--- src/rtl/stopwatch_pkg.sv ---
// Shared types and constants for the 4-digit BCD stopwatch control and datapath.
// Holds the controller state encoding, the error codes and the two load presets.
package stopwatch_pkg;

    typedef enum logic [2:0] {
        LOAD  = 3'd0,
        IDLE  = 3'd1,
        RUN   = 3'd2,
        PAUSE = 3'd3,
        LIMIT = 3'd4,
        ERROR = 3'd5
    } state_t;

    localparam logic [1:0] ERR_NONE  = 2'b00;
    localparam logic [1:0] ERR_REV   = 2'b01;
    localparam logic [1:0] ERR_SPEED = 2'b10;

    // Presets selected by load_sel: 0 = counting up, 1 = counting down
    localparam logic [15:0] PRESET_UP = 16'h1020;
    localparam logic [15:0] PRESET_DN = 16'h4930;

endpackage

--- src/rtl/btn_sync_edge.sv ---
// Synchroniser for one asynchronous board input plus a rising-edge pulse.
// Ports:
//   clk   - system clock
//   rst   - synchronous active-high reset, clears the chain
//   raw   - asynchronous input level
//   level - synchronised level (last chain stage)
//   rise  - one-cycle registered pulse, high in the same cycle level first reads 1
module btn_sync_edge #(
    parameter int unsigned SYNC_STAGES = 2
) (
    input  logic clk,
    input  logic rst,
    input  logic raw,
    output logic level,
    output logic rise
);

    logic [SYNC_STAGES-1:0] sync_q;

    // Edge is taken from the last two stages so the pulse lines up with level
    always_ff @(posedge clk) begin
        if (rst) begin
            sync_q <= '0;
            rise   <= 1'b0;
        end else begin
            sync_q <= {sync_q[SYNC_STAGES-2:0], raw};
            rise   <= sync_q[SYNC_STAGES-2] & ~sync_q[SYNC_STAGES-1];
        end
    end

    assign level = sync_q[SYNC_STAGES-1];

endmodule

--- src/rtl/stopwatch_ctrl.sv ---
// Control FSM for the 4-digit BCD stopwatch: sequences preset loading,
// run/pause/limit/error handling, count direction, speed select and the
// flashing error display.
// Ports:
//   clk_in, RESET      - clock, synchronous active-high reset
//   tick               - one-cycle base-rate pulse
//   start_btn .. speed_dn_btn, reverse_sw - raw asynchronous board inputs
//   limit_hit          - counter has reached the bound for the current direction
//   count_en           - combinational counter advance enable
//   dir, load, load_sel, step_add, step_sub, speed_sel, err_code, flash - registered controls
//   state_o            - current state for debug
module stopwatch_ctrl
    import stopwatch_pkg::*;
#(
    parameter int unsigned SYNC_STAGES = 2,
    parameter int unsigned SPEED_W     = 2,
    parameter int unsigned ERR_HOLD    = 8
) (
    input  logic               clk_in,
    input  logic               RESET,
    input  logic               tick,
    input  logic               start_btn,
    input  logic               clear_btn,
    input  logic               step_btn,
    input  logic               reverse_sw,
    input  logic               speed_up_btn,
    input  logic               speed_dn_btn,
    input  logic               limit_hit,
    output logic               count_en,
    output logic               dir,
    output logic               load,
    output logic               load_sel,
    output logic               step_add,
    output logic               step_sub,
    output logic [SPEED_W-1:0] speed_sel,
    output logic [1:0]         err_code,
    output logic               flash,
    output logic [2:0]         state_o
);

    localparam int unsigned CNT_W = (ERR_HOLD > 1) ? $clog2(ERR_HOLD) : 1;
    localparam logic [SPEED_W-1:0] SPEED_MAX = '1;

    logic start_rise, clr_rise, step_rise, up_rise, dn_rise, rev_lvl;
    logic start_lvl_unused, clr_lvl_unused, step_lvl_unused;
    logic up_lvl_unused, dn_lvl_unused, rev_rise_unused;

    btn_sync_edge #(.SYNC_STAGES(SYNC_STAGES)) u_sync_start (.clk(clk_in), .rst(RESET), .raw(start_btn),    .level(start_lvl_unused), .rise(start_rise));
    btn_sync_edge #(.SYNC_STAGES(SYNC_STAGES)) u_sync_clear (.clk(clk_in), .rst(RESET), .raw(clear_btn),    .level(clr_lvl_unused),   .rise(clr_rise));
    btn_sync_edge #(.SYNC_STAGES(SYNC_STAGES)) u_sync_step  (.clk(clk_in), .rst(RESET), .raw(step_btn),     .level(step_lvl_unused),  .rise(step_rise));
    btn_sync_edge #(.SYNC_STAGES(SYNC_STAGES)) u_sync_rev   (.clk(clk_in), .rst(RESET), .raw(reverse_sw),   .level(rev_lvl),          .rise(rev_rise_unused));
    btn_sync_edge #(.SYNC_STAGES(SYNC_STAGES)) u_sync_up    (.clk(clk_in), .rst(RESET), .raw(speed_up_btn), .level(up_lvl_unused),    .rise(up_rise));
    btn_sync_edge #(.SYNC_STAGES(SYNC_STAGES)) u_sync_dn    (.clk(clk_in), .rst(RESET), .raw(speed_dn_btn), .level(dn_lvl_unused),    .rise(dn_rise));

    state_t             state_q, state_nxt, saved_q, saved_nxt;
    logic [CNT_W-1:0]   err_cnt, cnt_nxt;
    logic               dir_nxt, load_nxt, load_sel_nxt, step_add_nxt, step_sub_nxt, flash_nxt;
    logic [SPEED_W-1:0] speed_nxt;
    logic [1:0]         err_nxt;
    logic               acted;

    // State and registered control outputs
    always_ff @(posedge clk_in) begin
        if (RESET) begin
            state_q   <= LOAD;
            saved_q   <= IDLE;
            err_cnt   <= '0;
            dir       <= 1'b0;
            load      <= 1'b0;
            load_sel  <= 1'b0;
            step_add  <= 1'b0;
            step_sub  <= 1'b0;
            speed_sel <= '0;
            err_code  <= ERR_NONE;
            flash     <= 1'b1;
        end else begin
            state_q   <= state_nxt;
            saved_q   <= saved_nxt;
            err_cnt   <= cnt_nxt;
            dir       <= dir_nxt;
            load      <= load_nxt;
            load_sel  <= load_sel_nxt;
            step_add  <= step_add_nxt;
            step_sub  <= step_sub_nxt;
            speed_sel <= speed_nxt;
            err_code  <= err_nxt;
            flash     <= flash_nxt;
        end
    end

    // Next state; 'acted' marks that a higher-priority event consumed this cycle
    always_comb begin
        state_nxt    = state_q;
        saved_nxt    = saved_q;
        cnt_nxt      = '0;
        dir_nxt      = dir;
        load_nxt     = 1'b0;
        step_add_nxt = 1'b0;
        step_sub_nxt = 1'b0;
        speed_nxt    = speed_sel;
        err_nxt      = err_code;
        flash_nxt    = flash;
        acted        = 1'b0;

        if (clr_rise) begin
            state_nxt = LOAD;
            err_nxt   = ERR_NONE;
            flash_nxt = 1'b1;
        end else begin
            unique case (state_q)
                LOAD: begin
                    load_nxt  = 1'b1;
                    state_nxt = IDLE;
                end
                IDLE: begin
                    // A direction change reloads so the preset matches the new direction
                    if (rev_lvl != dir) begin
                        dir_nxt   = rev_lvl;
                        state_nxt = LOAD;
                        acted     = 1'b1;
                    end else if (start_rise) begin
                        state_nxt = RUN;
                        acted     = 1'b1;
                    end
                end
                RUN: begin
                    if (limit_hit) begin
                        state_nxt = LIMIT;
                        acted     = 1'b1;
                    end else if (rev_lvl != dir) begin
                        state_nxt = ERROR;
                        saved_nxt = PAUSE;
                        err_nxt   = ERR_REV;
                        acted     = 1'b1;
                    end else if (start_rise) begin
                        state_nxt = PAUSE;
                        acted     = 1'b1;
                    end
                end
                PAUSE: begin
                    dir_nxt = rev_lvl;
                    if (start_rise) begin
                        state_nxt = RUN;
                        acted     = 1'b1;
                    end
                end
                LIMIT: begin
                    if (rev_lvl != dir) begin
                        dir_nxt   = rev_lvl;
                        state_nxt = PAUSE;
                        acted     = 1'b1;
                    end
                end
                ERROR: begin
                    acted   = 1'b1;
                    cnt_nxt = err_cnt;
                    if (tick) begin
                        if (err_cnt == CNT_W'(ERR_HOLD - 1)) begin
                            state_nxt = saved_q;
                            err_nxt   = ERR_NONE;
                            flash_nxt = 1'b1;
                            cnt_nxt   = '0;
                        end else begin
                            cnt_nxt   = err_cnt + 1'b1;
                            flash_nxt = ~flash;
                        end
                    end
                end
                default: state_nxt = LOAD;
            endcase

            // Speed edges; a simultaneous up/down pair is dropped
            if (!acted && (up_rise | dn_rise)) begin
                acted = 1'b1;
                if (up_rise != dn_rise) begin
                    if ((up_rise && speed_sel == SPEED_MAX) || (dn_rise && speed_sel == '0)) begin
                        saved_nxt = (state_nxt == RUN) ? PAUSE : state_nxt;
                        state_nxt = ERROR;
                        err_nxt   = ERR_SPEED;
                    end else if (up_rise) begin
                        speed_nxt = speed_sel + 1'b1;
                    end else begin
                        speed_nxt = speed_sel - 1'b1;
                    end
                end
            end

            if (!acted && state_q == PAUSE && step_rise) begin
                step_add_nxt = ~dir;
                step_sub_nxt = dir;
            end
        end

        load_sel_nxt = dir_nxt;
    end

    assign count_en = (state_q == RUN) & tick & ~limit_hit;
    assign state_o  = 3'(state_q);

endmodule
--- config.mk ---
export PLATFORM = sky130hd
export DESIGN_NAME = stopwatch_ctrl
export DESIGN_NICKNAME = d
export VERILOG_FILES = /design/src/rtl/stopwatch_pkg.sv /design/src/rtl/btn_sync_edge.sv /design/src/rtl/stopwatch_ctrl.sv
export SDC_FILE = /design/constraint.sdc
export NUM_CORES = 1
export LEC_CHECK = 0
export BUFFER_PORTS_ARGS = -buffer_cell sky130_fd_sc_hd__buf_2
export CAP_MARGIN = 30
export CORE_ASPECT_RATIO = 0.75
export CORE_MARGIN = 1.5
export CORE_UTILIZATION = 30
export CTS_CLUSTER_DIAMETER = 50
export CTS_CLUSTER_SIZE = 40
export DETAILED_ROUTE_END_ITERATION = 12
export HOLD_SLACK_MARGIN = 0.1
export MAX_ROUTING_LAYER = met4
export SLEW_MARGIN = 20
export SYNTH_ARGS = -nofsm -noshare
export SYNTH_HDL_FRONTEND = slang
export SYNTH_HIERARCHICAL = 1
export SYNTH_SLANG_ARGS = --single-unit
--- constraint.sdc ---
create_clock -name clk_in -period 2.05 [get_ports clk_in]
set_input_delay 0.205 -clock clk_in [delete_from_list [all_inputs] [get_ports clk_in]]
set_output_delay 0.205 -clock clk_in [all_outputs]
set_load 0.005 [all_outputs]
After elaboration in Yosys (flattened, before gate mapping)
Index checks and enable logic that the tools add are counted.

$mul: 0. Reductions and logical operators: 18. Magnitude comparators: 0. Equal/unequal tests: 11. Shift operators: 0. $add $sub $neg: 3. Div/mod/pow operators: 0. Bitwise gates (word level): 20. Multiplexer cells: 42.

Operators with widths (count): $mux 3 (20); $pmux 3 s6 (1); $mux 2 (8); $not 1->1 (12); $mux 1 (10); $eq 3x2->1 const B (3); $eq 3x3->1 const B (3); $and 1x1->1 (7); $reduce_or 3->1 (2); $logic_and 1x1->1 (5); $pmux 1 s5 (1); $pmux 2 s2 (1); $reduce_and 4->1 (1); $reduce_or 2->1 (2); $add 3x1->3 const B (1); $eq 3x1->1 const B (1); $logic_not 3->1 (1); $reduce_and 3->1 (1); $add 2x1->2 const B (1); $eq 2x2->1 const B (1); $logic_not 1->1 (2); $logic_not 2->1 (1); $ne 1x1->1 (2); $ne 2x1->1 const B (1); other kinds (6) (6).

Input bits: 10. Memories kept: 0. Flip-flop bits (word level): 35. Memory bits (read-only): 0. Bits in writable memories: 0. Bits in latches: 0. Logic and storage cells: 115. Output and inout bits: 14.

Logic depth before layout (Yosys ltp)
Depth in word-level cells: 14. Mapped depth: 8. Mapped depth without buffers: 8.

By module
The synthesis kept the hierarchy.

Modules (own cells, without submodules): stopwatch_ctrl (seq. area each 360.3 um2, cells an instance 133, area an instance 1078.5 um2, times used 1); btn_sync_edge (seq. area each 60.1 um2, cells an instance 6, area an instance 85.1 um2, times used 6).

Worst setup path before layout
OpenSTA, ideal clock, no wires.

Path type: register -> register. Start point: register speed_sel[0]. End point: register saved_q[2]. Slack: 369 ps. Arrival: 1564 ps. Cell stages (with the launch flop): 7. Library setup time: 117 ps. Path buffers: 0. Data required time: 1933 ps. Path through: dfxtp_1 -> or3b_4 -> a221oi_2 -> a22oi_2 -> a21oi_2 -> nor2_1 -> a22o_1.

Longest elaborated chain between the ends: 6.

Ends and longest elaborated chain: start, declared (line stopwatch_ctrl.sv:35) `output logic [SPEED_W-1:0] speed_sel,`; start signal, assigned (line stopwatch_ctrl.sv:85) `speed_sel <= speed_nxt;`; $eq 2x2->1 or $logic_not 2->1 (tied branches) (line stopwatch_ctrl.sv:176) `if ((up_rise && speed_sel == SPEED_MAX) || (dn_rise && speed_sel == '0)) begin`; $logic_and 1x1->1 (line stopwatch_ctrl.sv:176); $logic_or 1x1->1 (*) (line stopwatch_ctrl.sv:176); $mux 3 (*) (line stopwatch_ctrl.sv:176); $mux 3 (*) (line stopwatch_ctrl.sv:175) `if (up_rise != dn_rise) begin`; $mux 3 (*) (line stopwatch_ctrl.sv:173) `if (!acted && (up_rise | dn_rise)) begin`; end signal, assigned (line stopwatch_ctrl.sv:78) `saved_q <= saved_nxt;`; end, declared (line stopwatch_ctrl.sv:55) `state_t state_q, state_nxt, saved_q, saved_nxt;`.

Mark *: on every way between the ends. The rest lies on a longest branch, timed or not. A chain may end at the register's enable or synchronous reset.

Worst setup path in the final report
Start point: register state_q[0], in the netlist state_o[0]. End point: register saved_q[2].

Longest elaborated chain between the ends: 10.

Ends and longest elaborated chain: start, declared (line stopwatch_ctrl.sv:55); start signal, assigned (line stopwatch_ctrl.sv:77) `state_q <= state_nxt;`; $mux 3 (line stopwatch_ctrl.sv:135) `end else if (start_rise) begin`; $mux 3 (line stopwatch_ctrl.sv:130) `end else if (rev_lvl != dir) begin`; $mux 3 (line stopwatch_ctrl.sv:127) `if (limit_hit) begin`; $pmux 3 s6 (line stopwatch_ctrl.sv:110) `unique case (state_q)`; $mux 3 (line stopwatch_ctrl.sv:105) `if (clr_rise) begin`; $eq 3x2->1 (line stopwatch_ctrl.sv:177) `saved_nxt = (state_nxt == RUN) ? PAUSE : state_nxt;`; $mux 3 (line stopwatch_ctrl.sv:177); $mux 3 (line stopwatch_ctrl.sv:176); $mux 3 (line stopwatch_ctrl.sv:175); $mux 3 (*) (line stopwatch_ctrl.sv:173).

Mark *: on every way between the ends. The rest lies on a longest branch, timed or not. The select of a mux whose other input is x is not followed.

==> impl_metrics.yaml <==
die:
  die_area_um2: 5630
  floorplan.io_pins: 24
  initial_core_util_pct: 31.4
  core_area_um2: 4950
  count_of_standard_cell_rows: 22
  die_height_um: 65.4
  floorplan.die.width_um: 86.2
final_layout:
  area.growth.synth_to_final_pct: 16.4
  nNetsFinal: 207
  post-route-util_pct: 36.6
  ff_latch_area_um2: 701
  insertedDiodeCount: 0
  multi_input_comb_area_um2: 769
  post_route_cells_drive_above_1_share_pct: 23.7
  num-fill-cells: 507
setup_path:
  worst_setup_path_end_kind: "flop"
  reg2reg_depth: 6
  worstReg2RegEnd: "saved_q[2]"
  critical_path.reg2reg.startpoint: "state_o[0]"
  worstPathRequired_ns: 2.23
  crit_family: "compound AO/OA/AOI/OAI gates"
  critPathMaxFanout: 16
  timing.setup.critical_path_class: "reg -> reg"
  slowest_stage: "sky130_fd_sc_hd__dfxtp_1"
  startpoint_type_of_the_worst_setup_path: "flop"
  crit_chain: "or2b_1, a221oi_2, a22oi_2, a21oi_2, nor2_1, a22o_1"
  max_stage_delay_on_crit_path_ns: 0.62
  crit_buf_inv: 0
  critical_path.startpoint: "state_o[0]"
  arrival_time_at_the_worst_endpoint_ns: 2.06
  ff2ff_setup_slack_ns: 0.17
timing:
  final.min_clock_period_ns: 1.88
  fmax_mhz: 531
  fin_crit_sh_pct: 91.8
  finalHoldWorstSlack_ns: 0.124
  finalMaxSlewViolations: 0
  finalHoldViolCount: 0
  clock-skew-final_ns: 0.00514
  transition_time_at_the_pin_with_the_least_slew_margin_ns: 0.706
  rsz0062_at_grt: "false"
  timing.setup.tns_ns: 0
  setup_violations: 0
  relSlewSlack_pct: 52.3
hold_path:
  min-delay-path-class: "in -> reg"
  hold_end: "u_sync_clear/sync_q[0]"
  worst_hold_path.num_cells: 2
  holdCritStartpoint: "clear_btn"
power_and_ir_drop:
  static-leakage-power_nw: 0.733
  irDropWorstVdd_v: 0.000338
  finalPower_mw: 1.41
  power.density_nw_per_um2: 777
logic_synthesis:
  net_count_synth: 181
  post_synth.cell_area_avg_um2: 9.32
  mappedNetlistArea_um2: 1560
  synthCells: 167
  ys.warnings.count: 6
route:
  detail_route.wl_per_cell_um: 12.6
  detailed_route_wire_length_on_metal_1_um: 1640
  met3_wirelength_um: 270
  route.detailed.vias_per_inst: 4.89
  drc_violations: 0
  ant_nets: 0
  routed-via-count: 1241
  drt-initial-drc-count: 124
  finalWirelength_um: 3200
  met2_wirelength_um: 1270
  drt_pre_antenna_iters: 5
  routed.top_layer: "met4"
clocking:
  clock_insertion_delay_worst_skew_ns: 0.28
  cts_resized: 0
  clock_tree.buffer_depth: 2
  root_buffer: "sky130_fd_sc_hd__clkbuf_8"
  cts.sink_count: 35
  cts.reportedPaths.clkPinSlew_ns: 0.08
  cts_htree_levels: 2
  cts_tree: "done"
  post_cts_buffers: 0
  cts_inserted_buffers: 5
  count_of_hold_buffers_inserted_by_post_cts_repair: 0
placement:
  port_buffers: 23
  dp_hpwl_um: 2330
  finalWeightedCongestion: 0.877
grt:
  grt_pass1_wl_um: 5310
  grt_antenna_before_repair: 0
  globalRouteOverflowTotal: 0
  grt_max_degree: 18
  global_route.usage.total_pct: 12.5
  grt_pass1_vias: 1118
outcome:
  run_status: "finished, final reports clean"
job:
  maxCapViolations: 0
[power by group]
group	total [mW]	internal (mW)	switching, mW
clock	0.536	0.274	0.261
sequential	0.732	0.704	0.0282
combinational	0.141	0.0652	0.0754
[layer usage]
layer	global-route usage [%]	vias up
li1	-	632
met1	17.9	552
met2	17.1	53
met3	3.77	4
met4	3.02	0
met5	-	-
[worst reg2reg max path, delay by kind of cell (launching register included)]
kind / cells / cell delay, ns
AND/OR/NAND/NOR: 2 / 0.37
AO/OA/AOI/OAI: 4 / 0.80
flip-flops: 1 / 0.62
[cell usage in the layout (no fill, tap or decap), types with 2 or more instances in the layout]
cell type / count
sky130_fd_sc_hd__dfxtp_1: 35
sky130_fd_sc_hd__buf_2: 23
sky130_fd_sc_hd__nor2_1: 20
sky130_fd_sc_hd__nor2b_1: 13
sky130_fd_sc_hd__a21oi_1: 12
sky130_fd_sc_hd__inv_1: 10
sky130_fd_sc_hd__nand2_1: 9
sky130_fd_sc_hd__o21ai_0: 6
sky130_fd_sc_hd__clkbuf_8: 6
sky130_fd_sc_hd__nor3_1: 5
sky130_fd_sc_hd__nor3b_2: 5
sky130_fd_sc_hd__ha_1: 4
sky130_fd_sc_hd__xor2_1: 3
sky130_fd_sc_hd__and3_1: 2
sky130_fd_sc_hd__nand2b_1: 2
sky130_fd_sc_hd__xnor2_1: 2
sky130_fd_sc_hd__nand3_1: 2
sky130_fd_sc_hd__o211ai_1: 2
sky130_fd_sc_hd__nand4_1: 2
sky130_fd_sc_hd__o311ai_0: 2
sky130_fd_sc_hd__buf_4: 2
[area by class of cell]
type	instances	share of cell area, %
multi-input combinational	116	42.5
sequential	35	38.7
timing repair buffer	25	7.18
clock buffer	6	4.56
tap	60	4.14
inverter	10	2.07
clock inverter	2	0.898
[sequential cells by signal, indices dropped and copies added (netlist names), 2 cells and up]
name / cells
u_sync_up/sync_q: 2
u_sync_dn/sync_q: 2
u_sync_start/sync_q: 2
saved_q: 3
err_code: 2
state_o: 3
speed_sel: 2
u_sync_step/sync_q: 2
u_sync_clear/sync_q: 2
err_cnt: 3
u_sync_rev/sync_q: 2
[through the flow]
step	worst slack, ns	area, µm²	instances
3_5_place_dp	0.213	1710	246
2_1_floorplan	0.369	1560	167
4_1_cts	0.215	1810	254
5_1_grt	0.0689	1810	254
3_3_place_gp	0.280	1710	246
6_report	0.168	1810	254
[how the worst max path moves through the flow]
stage	depth (start not counted)	slack, ns	end
2_1_floorplan	6	0.37	saved_q[2]
3_3_place_gp	6	0.28	saved_q[2]
3_5_place_dp	6	0.21	saved_q[2]
4_1_cts	6	0.21	saved_q[2]
5_1_grt	6	0.07	saved_q[0]
6_report	6	0.17	saved_q[2]
(Power assumes the default switching activity.)
